==> src/rtl/trap_controller_pkg.sv <==
// Shared definitions for the trap controller: exception indices, CSR map,
// cause codes, FSM states and priority resolution.
package trap_controller_pkg;

  localparam int EXCEPTION_WIDTH = 4;
  localparam int ILLEGAL         = 0;
  localparam int ECALL           = 1;
  localparam int EBREAK          = 2;
  localparam int MRET            = 3;

  localparam logic [11:0] CSR_MTVEC  = 12'h305;
  localparam logic [11:0] CSR_MEPC   = 12'h341;
  localparam logic [11:0] CSR_MCAUSE = 12'h342;

  localparam logic [3:0] CAUSE_ILLEGAL = 4'd2;
  localparam logic [3:0] CAUSE_EBREAK  = 4'd3;
  localparam logic [3:0] CAUSE_ECALL   = 4'd11;

  typedef enum logic [1:0] {
    ST_IDLE     = 2'd0,
    ST_DRAIN    = 2'd1,
    ST_FLUSH    = 2'd2,
    ST_REDIRECT = 2'd3
  } trap_state_e;

  typedef enum logic {
    KIND_TRAP   = 1'b0,
    KIND_RETURN = 1'b1
  } trap_kind_e;

  // ILLEGAL > EBREAK > ECALL; MRET carries no cause.
  function automatic logic [3:0] resolve_cause(input logic [EXCEPTION_WIDTH-1:0] exc);
    if (exc[ILLEGAL])     return CAUSE_ILLEGAL;
    else if (exc[EBREAK]) return CAUSE_EBREAK;
    else if (exc[ECALL])  return CAUSE_ECALL;
    else                  return 4'd0;
  endfunction

endpackage

==> src/rtl/trap_controller_if.sv <==
// Decode-side, pipeline and CSR port signals of the trap controller.
interface trap_controller_if
  import trap_controller_pkg::*;
#(
  parameter int PC_WIDTH = 32,
  parameter int DWIDTH   = 32
);
  logic [EXCEPTION_WIDTH-1:0] t_i_exception;
  logic                       t_i_ce;
  logic [PC_WIDTH-1:0]        t_i_pc;
  logic                       t_i_pipe_empty;
  logic                       t_i_csr_we;
  logic [11:0]                t_i_csr_addr;
  logic [DWIDTH-1:0]          t_i_csr_wdata;
  logic [DWIDTH-1:0]          t_o_csr_rdata;
  logic                       t_o_stall;
  logic                       t_o_flush;
  logic                       t_o_pc_load;
  logic [PC_WIDTH-1:0]        t_o_pc_target;
  logic [DWIDTH-1:0]          t_o_mepc;
  logic [DWIDTH-1:0]          t_o_mcause;
  logic                       t_o_busy;

  modport master (
    output t_i_exception, t_i_ce, t_i_pc, t_i_pipe_empty,
           t_i_csr_we, t_i_csr_addr, t_i_csr_wdata,
    input  t_o_csr_rdata, t_o_stall, t_o_flush, t_o_pc_load,
           t_o_pc_target, t_o_mepc, t_o_mcause, t_o_busy
  );

  modport slave (
    input  t_i_exception, t_i_ce, t_i_pc, t_i_pipe_empty,
           t_i_csr_we, t_i_csr_addr, t_i_csr_wdata,
    output t_o_csr_rdata, t_o_stall, t_o_flush, t_o_pc_load,
           t_o_pc_target, t_o_mepc, t_o_mcause, t_o_busy
  );
endinterface

==> src/rtl/trap_csr_file.sv <==
// Machine trap CSRs (mtvec, mepc, mcause): software writes, hardware trap
// update and combinational read mux.
module trap_csr_file
  import trap_controller_pkg::*;
#(
  parameter int                DWIDTH      = 32,
  parameter logic [DWIDTH-1:0] TRAP_VECTOR = 32'h0000_0100
) (
  input  logic              clk,
  input  logic              rst,
  input  logic              csr_we_i,
  input  logic [11:0]       csr_addr_i,
  input  logic [DWIDTH-1:0] csr_wdata_i,
  input  logic              hw_we_i,
  input  logic [DWIDTH-1:0] hw_epc_i,
  input  logic [DWIDTH-1:0] hw_cause_i,
  output logic [DWIDTH-1:0] csr_rdata_o,
  output logic [DWIDTH-1:0] mtvec_o,
  output logic [DWIDTH-1:0] mepc_o,
  output logic [DWIDTH-1:0] mcause_o
);

  logic [DWIDTH-1:0] mtvec_q, mtvec_d;
  logic [DWIDTH-1:0] mepc_q, mepc_d;
  logic [DWIDTH-1:0] mcause_q, mcause_d;

  // Hardware trap update is applied last so it beats a same-cycle software write.
  always_comb begin
    mtvec_d  = mtvec_q;
    mepc_d   = mepc_q;
    mcause_d = mcause_q;
    if (csr_we_i) begin
      case (csr_addr_i)
        CSR_MTVEC:  mtvec_d  = {csr_wdata_i[DWIDTH-1:2], 2'b00};
        CSR_MEPC:   mepc_d   = {csr_wdata_i[DWIDTH-1:2], 2'b00};
        CSR_MCAUSE: mcause_d = csr_wdata_i;
        default: ;
      endcase
    end
    if (hw_we_i) begin
      mepc_d   = {hw_epc_i[DWIDTH-1:2], 2'b00};
      mcause_d = hw_cause_i;
    end
  end

  always_ff @(posedge clk or posedge rst) begin
    if (rst) begin
      mtvec_q  <= TRAP_VECTOR;
      mepc_q   <= '0;
      mcause_q <= '0;
    end else begin
      mtvec_q  <= mtvec_d;
      mepc_q   <= mepc_d;
      mcause_q <= mcause_d;
    end
  end

  always_comb begin
    csr_rdata_o = '0;
    case (csr_addr_i)
      CSR_MTVEC:  csr_rdata_o = mtvec_q;
      CSR_MEPC:   csr_rdata_o = mepc_q;
      CSR_MCAUSE: csr_rdata_o = mcause_q;
      default: ;
    endcase
  end

  assign mtvec_o  = mtvec_q;
  assign mepc_o   = mepc_q;
  assign mcause_o = mcause_q;

endmodule

==> src/rtl/trap_controller.sv <==
// Trap sequencer: accepts a decode-stage exception, drains the back end,
// flushes the front end, updates the trap CSRs and redirects the PC.
module trap_controller
  import trap_controller_pkg::*;
#(
  parameter int                PC_WIDTH    = 32,
  parameter int                DWIDTH      = 32,
  parameter logic [DWIDTH-1:0] TRAP_VECTOR = 32'h0000_0100
) (
  input  logic             clk,
  input  logic             rst,
  trap_controller_if.slave bus
);

  trap_state_e         state_q, state_d;
  trap_kind_e          kind_q, kind_d;
  logic [PC_WIDTH-1:0] pc_q, pc_d;
  logic [3:0]          cause_q, cause_d;

  logic                trap_bits, take;
  logic                hw_we, flush, pc_load;
  logic [PC_WIDTH-1:0] pc_target;
  logic [DWIDTH-1:0]   mtvec, mepc, mcause;

  assign trap_bits = bus.t_i_exception[ILLEGAL] | bus.t_i_exception[ECALL]
                   | bus.t_i_exception[EBREAK];
  assign take      = bus.t_i_ce & (trap_bits | bus.t_i_exception[MRET]);

  always_comb begin
    state_d   = state_q;
    kind_d    = kind_q;
    pc_d      = pc_q;
    cause_d   = cause_q;
    hw_we     = 1'b0;
    flush     = 1'b0;
    pc_load   = 1'b0;
    pc_target = '0;
    case (state_q)
      ST_IDLE: begin
        if (take) begin
          pc_d    = bus.t_i_pc;
          cause_d = resolve_cause(bus.t_i_exception);
          kind_d  = trap_bits ? KIND_TRAP : KIND_RETURN;
          state_d = ST_DRAIN;
        end
      end
      ST_DRAIN: begin
        if (bus.t_i_pipe_empty) state_d = ST_FLUSH;
      end
      ST_FLUSH: begin
        flush   = 1'b1;
        hw_we   = (kind_q == KIND_TRAP);
        state_d = ST_REDIRECT;
      end
      ST_REDIRECT: begin
        pc_load   = 1'b1;
        pc_target = (kind_q == KIND_TRAP) ? PC_WIDTH'(mtvec) : PC_WIDTH'(mepc);
        state_d   = ST_IDLE;
      end
      default: state_d = ST_IDLE;
    endcase
  end

  always_ff @(posedge clk or posedge rst) begin
    if (rst) begin
      state_q <= ST_IDLE;
      kind_q  <= KIND_TRAP;
      pc_q    <= '0;
      cause_q <= '0;
    end else begin
      state_q <= state_d;
      kind_q  <= kind_d;
      pc_q    <= pc_d;
      cause_q <= cause_d;
    end
  end

  trap_csr_file #(
    .DWIDTH      (DWIDTH),
    .TRAP_VECTOR (TRAP_VECTOR)
  ) u_csr (
    .clk         (clk),
    .rst         (rst),
    .csr_we_i    (bus.t_i_csr_we),
    .csr_addr_i  (bus.t_i_csr_addr),
    .csr_wdata_i (bus.t_i_csr_wdata),
    .hw_we_i     (hw_we),
    .hw_epc_i    (DWIDTH'(pc_q)),
    .hw_cause_i  (DWIDTH'(cause_q)),
    .csr_rdata_o (bus.t_o_csr_rdata),
    .mtvec_o     (mtvec),
    .mepc_o      (mepc),
    .mcause_o    (mcause)
  );

  assign bus.t_o_stall     = (state_q != ST_IDLE);
  assign bus.t_o_busy      = (state_q != ST_IDLE);
  assign bus.t_o_flush     = flush;
  assign bus.t_o_pc_load   = pc_load;
  assign bus.t_o_pc_target = pc_target;
  assign bus.t_o_mepc      = mepc;
  assign bus.t_o_mcause    = mcause;

endmodule

==> src/flat_wrapper.sv <==
// flat-port wrapper written by rule: the top's interface ports become plain ports
module trap_controller_flat import trap_controller_pkg::*;
#(
  parameter int                PC_WIDTH    = 32,
  parameter int                DWIDTH      = 32,
  parameter logic [DWIDTH-1:0] TRAP_VECTOR = 32'h0000_0100
)
  (clk, rst, bus_t_i_exception, bus_t_i_ce, bus_t_i_pc, bus_t_i_pipe_empty, bus_t_i_csr_we, bus_t_i_csr_addr, bus_t_i_csr_wdata, bus_t_o_csr_rdata, bus_t_o_stall, bus_t_o_flush, bus_t_o_pc_load, bus_t_o_pc_target, bus_t_o_mepc, bus_t_o_mcause, bus_t_o_busy);
  trap_controller_if #(.PC_WIDTH(PC_WIDTH), .DWIDTH(DWIDTH)) bus_i ();
  input  logic clk;
  input  logic rst;
  input wire logic [$bits(bus_i.t_i_exception)-1:0] bus_t_i_exception;
  input wire logic [$bits(bus_i.t_i_ce)-1:0] bus_t_i_ce;
  input wire logic [$bits(bus_i.t_i_pc)-1:0] bus_t_i_pc;
  input wire logic [$bits(bus_i.t_i_pipe_empty)-1:0] bus_t_i_pipe_empty;
  input wire logic [$bits(bus_i.t_i_csr_we)-1:0] bus_t_i_csr_we;
  input wire logic [$bits(bus_i.t_i_csr_addr)-1:0] bus_t_i_csr_addr;
  input wire logic [$bits(bus_i.t_i_csr_wdata)-1:0] bus_t_i_csr_wdata;
  output wire logic [$bits(bus_i.t_o_csr_rdata)-1:0] bus_t_o_csr_rdata;
  output wire logic [$bits(bus_i.t_o_stall)-1:0] bus_t_o_stall;
  output wire logic [$bits(bus_i.t_o_flush)-1:0] bus_t_o_flush;
  output wire logic [$bits(bus_i.t_o_pc_load)-1:0] bus_t_o_pc_load;
  output wire logic [$bits(bus_i.t_o_pc_target)-1:0] bus_t_o_pc_target;
  output wire logic [$bits(bus_i.t_o_mepc)-1:0] bus_t_o_mepc;
  output wire logic [$bits(bus_i.t_o_mcause)-1:0] bus_t_o_mcause;
  output wire logic [$bits(bus_i.t_o_busy)-1:0] bus_t_o_busy;
  assign bus_i.t_i_exception = bus_t_i_exception;
  assign bus_i.t_i_ce = bus_t_i_ce;
  assign bus_i.t_i_pc = bus_t_i_pc;
  assign bus_i.t_i_pipe_empty = bus_t_i_pipe_empty;
  assign bus_i.t_i_csr_we = bus_t_i_csr_we;
  assign bus_i.t_i_csr_addr = bus_t_i_csr_addr;
  assign bus_i.t_i_csr_wdata = bus_t_i_csr_wdata;
  assign bus_t_o_csr_rdata = bus_i.t_o_csr_rdata;
  assign bus_t_o_stall = bus_i.t_o_stall;
  assign bus_t_o_flush = bus_i.t_o_flush;
  assign bus_t_o_pc_load = bus_i.t_o_pc_load;
  assign bus_t_o_pc_target = bus_i.t_o_pc_target;
  assign bus_t_o_mepc = bus_i.t_o_mepc;
  assign bus_t_o_mcause = bus_i.t_o_mcause;
  assign bus_t_o_busy = bus_i.t_o_busy;
  trap_controller #(.PC_WIDTH(PC_WIDTH), .DWIDTH(DWIDTH), .TRAP_VECTOR(TRAP_VECTOR)) u_core (.clk(clk), .rst(rst), .bus(bus_i));
endmodule
==> config.mk <==
export PLATFORM = sky130hd
export DESIGN_NAME = trap_controller_flat
export DESIGN_NICKNAME = d
export VERILOG_FILES = /design/src/rtl/trap_controller_pkg.sv /design/src/rtl/trap_controller_if.sv /design/src/rtl/trap_csr_file.sv /design/src/rtl/trap_controller.sv /design/src/flat_wrapper.sv
export SDC_FILE = /design/constraint.sdc
export NUM_CORES = 1
export LEC_CHECK = 0
export ABC_AREA = 1
export CORE_ASPECT_RATIO = 0.8
export CORE_MARGIN = 1.5
export CORE_UTILIZATION = 40
export DETAILED_ROUTE_END_ITERATION = 6
export DONT_BUFFER_PORTS = 1
export MAX_ROUTING_LAYER = met4
export PLACE_DENSITY_LB_ADDON = 0.15
export SLEW_MARGIN = 20
export SYNTH_ARGS = -nofsm -noshare
export SYNTH_HDL_FRONTEND = slang
export SYNTH_HIERARCHICAL = 1
export SYNTH_SLANG_ARGS = --single-unit
==> constraint.sdc <==
create_clock -name clk -period 4.85 [get_ports clk]
set_input_delay 0.7275 -clock clk [delete_from_list [all_inputs] [get_ports clk]]
set_output_delay 0.7275 -clock clk [all_outputs]
set_load 0.01 [all_outputs]
==> impl_metrics.csv <==
group,metric,value,unit
status,status,"completed",
detailed_routing,drt_iter0_markers,530,
critical_path,required,4.12,ns
power,power.leakage,4.280,nW
sta,hold_viol_final,0,
floorplan,fp.dieW,154.7,um
sta,setup_viol,0,
clocking,clk_pin_slew_worst_paths,0.06,ns
floorplan,die_area,0.01923,mm2
floorplan,num_rows,44,
floorplan,start_util,40.76,%
critical_path,cp-start-kind,"input port",
critical_path,rr_worst_depth,9,
flow_run,drv_cap,0,
critical_path,cp_data_arrival_time,2.47,ns
critical_path,critical_path.max_stage_delay,0.74,ns
sta,timing.slew.headroom,33.58,%
clocking,clock_tree.buffer_depth,2,
grt,grt_max_degree,61,
sta,fin_crit,3.200,ns
critical_path,slowest_stage,"nor2_4",
placement,gp_congestion,0.8003,
critical_path,critPathLaunch,"bus_t_i_csr_addr[5]",
critical_path,worst_r2r_startpoint,"u_core/state_q[0]$_DFFE_PP0P_",
synthesis,synth_cells,1045,
placement,dp_cells,1233,
final_layout,nNetsFinal,1112,
detailed_routing,wl_per_cell,20.10,um
sta,timing.hold.ws,0.2118,ns
detailed_routing,avgViaCountPerCell,5.425,
grt,antenna_found_initial,0,
detailed_routing,vias,6863,
critical_path,cp.depth,6,
final_layout,multiInputGateArea,0.003709,mm2
final_layout,final_cells,1265,
clocking,cts_tree,"done",
placement,dpl.hpwl,16.38,mm
critical_path,worstSetupPathType,"in -> out",
critical_path,critPathBufInv,1,
grt,gr-total-overflow,0,
clocking,numCtsBuffers,17,
clocking,root_buffer,"clkbuf_16",
final_layout,diodes,0,
placement,dpl_cell_area,0.007411,mm2
final_layout,fillers,1911,
sta,drv_slew,0,
power,vdd_drop_max,0.0003511,V
critical_path,crit_chain,"nor2_1 -> nand2_1 -> nor2_4 -> buf_4 -> nand2_1 -> nor2_1",
synthesis,syn_area_per_cell,7.043,um2
detailed_routing,dr.pass1.iters,5,
sta,tightest_slew,0.9940,ns
critical_path,cp-endpoint,"bus_t_o_csr_rdata[0]",
grt,grt_use_total,27.74,%
critical_path,reg2reg_to,"u_core/u_csr/mcause_o[24]$_DFFE_PP0P_",
critical_path,r2r_setup_slack,1.84,ns
power,p_total,4.579,mW
sta,fin_tns_setup,0,ns
floorplan,io_pins,217,
detailed_routing,drc,0,
worst_hold_path,hold_path.class,"in -> async",
final_layout,area_delta_synth_final,8.245,%
critical_path,cp_max_fo,39,
clocking,post_cts_buffers,0,
final_layout,design_area,0.007966,mm2
sta,clock_skew,0.007687,ns
floorplan,dieHeight,124.3,um
critical_path,critical-path-top-delay-family,"simple AND/OR/NAND/NOR gates",
detailed_routing,drt_wl_total,25.43,mm
clocking,ctsResizeCount,0,
synthesis,yosys_warnings,6,
grt,grt_pass1_vias,6308,
placement,io_buffers,0,
critical_path,cp-end-kind,"output pin",
grt,grt_pass1_wl,38.94,mm
clocking,postCtsHoldBufs,0,
power,power.density,574.8,mW/mm2
sta,rsz0062_at_grt,"false",
sta,fmax,312.5,MHz
synthesis,syn_area,0.007360,mm2
final_layout,seqCellArea,0.003204,mm2
sta,period_share,65.97,%
floorplan,coreArea,0.01806,mm2
detailed_routing,ant_nets,0,
clocking,h-tree-depth,4,
clocking,clk-insertion-delay-late,0.43,ns
clocking,clock_sinks,128,
final_layout,drive_gt1_share,6.957,%
[worst min path at each step]
| stage | endpoint | slack [ns] | cells past startpoint |
|---|---|---|---|
| floorplan | u_core/u_csr/mtvec_o[8]$_DFFE_PP1P_ | 0.45 | 2 |
| global placement | u_core/u_csr/mtvec_o[8]$_DFFE_PP1P_ | 0.46 | 2 |
| detailed placement | u_core/u_csr/mtvec_o[8]$_DFFE_PP1P_ | 0.46 | 2 |
| CTS | u_core/u_csr/mcause_o[0]$_DFFE_PP0P_ | 0.23 | 1 |
| global route | u_core/u_csr/mcause_o[0]$_DFFE_PP0P_ | 0.24 | 1 |
| finish | u_core/u_csr/mcause_o[0]$_DFFE_PP0P_ | 0.21 | 1 |
[state kept, by name, indices dropped and copies added, names as in the netlist]
name	count
u_core/cause_q	3
u_core/state_q	2
u_core/u_csr/mepc_o	30
u_core/pc_q	30
u_core/u_csr/mtvec_o	30
u_core/kind_q	1
u_core/u_csr/mcause_o	32
[layout by cell type, fill, tap and decap left out, types with 7 or more instances in the layout]
master / instances
nand4_1: 31
nand3_1: 249
nand2_1: 395
buf_4: 15
conb_1: 33
o21ai_0: 36
dfrtp_1: 127
inv_1: 17
clkinv_2: 7
clkbuf_16: 17
nor2_1: 71
[area by class of cell]
type | instances | share of cell area (%)
tap | 230 | 3.612
clock buffer | 18 | 5.513
timing repair buffer | 15 | 1.414
clock inverter | 14 | 1.461
multi-input combinational | 835 | 46.55
sequential | 128 | 40.22
inverter | 25 | 1.225
[stage by stage]
step | worst slack [ns] | utilization, %
floorplan | 1.732 | -
global placement | 1.687 | 41.03
detailed placement | 1.662 | 41.04
CTS | 1.660 | 44.12
global route | 1.504 | 44.12
finish | 1.650 | 44.12
[where the power goes]
| group | total [mW] | leakage [nW] | switching [mW] | internal, mW |
|---|---|---|---|---|
| logic | 1.51 | 2.34 | 1.09 | 0.421 |
| clock network | 1.21 | 0.268 | 0.499 | 0.714 |
| registers | 1.86 | 1.67 | 0.450 | 1.41 |
| total | 4.58 | 4.28 | 2.04 | 2.54 |
[per-layer routing]
| metal | vias up | wire [um] | track usage [%] | part of all wire, % |
|---|---|---|---|---|
| li1 | 3331 | - | - | - |
| met1 | 3250 | 12310 | 41.00 | 48 |
| met2 | 254 | 10550 | 36.46 | 41 |
| met3 | 28 | 2158 | 8.003 | 8.5 |
| met4 | 0 | 408 | 7.805 | 1.6 |
| met5 | - | 0 | - | 0 |
[worst reg2reg max path, cell delays in order (launching register included)]
cell and delay [ns]:
dfrtp_1 0.42, inv_1 0.12, ha_1 0.27, inv_1 0.10
nor2_4 0.15, clkinv_2 0.48, nand2_1 0.76, buf_4 0.42
nand3_1 0.15, nand2_1 0.08
(Power assumes the default switching activity.)
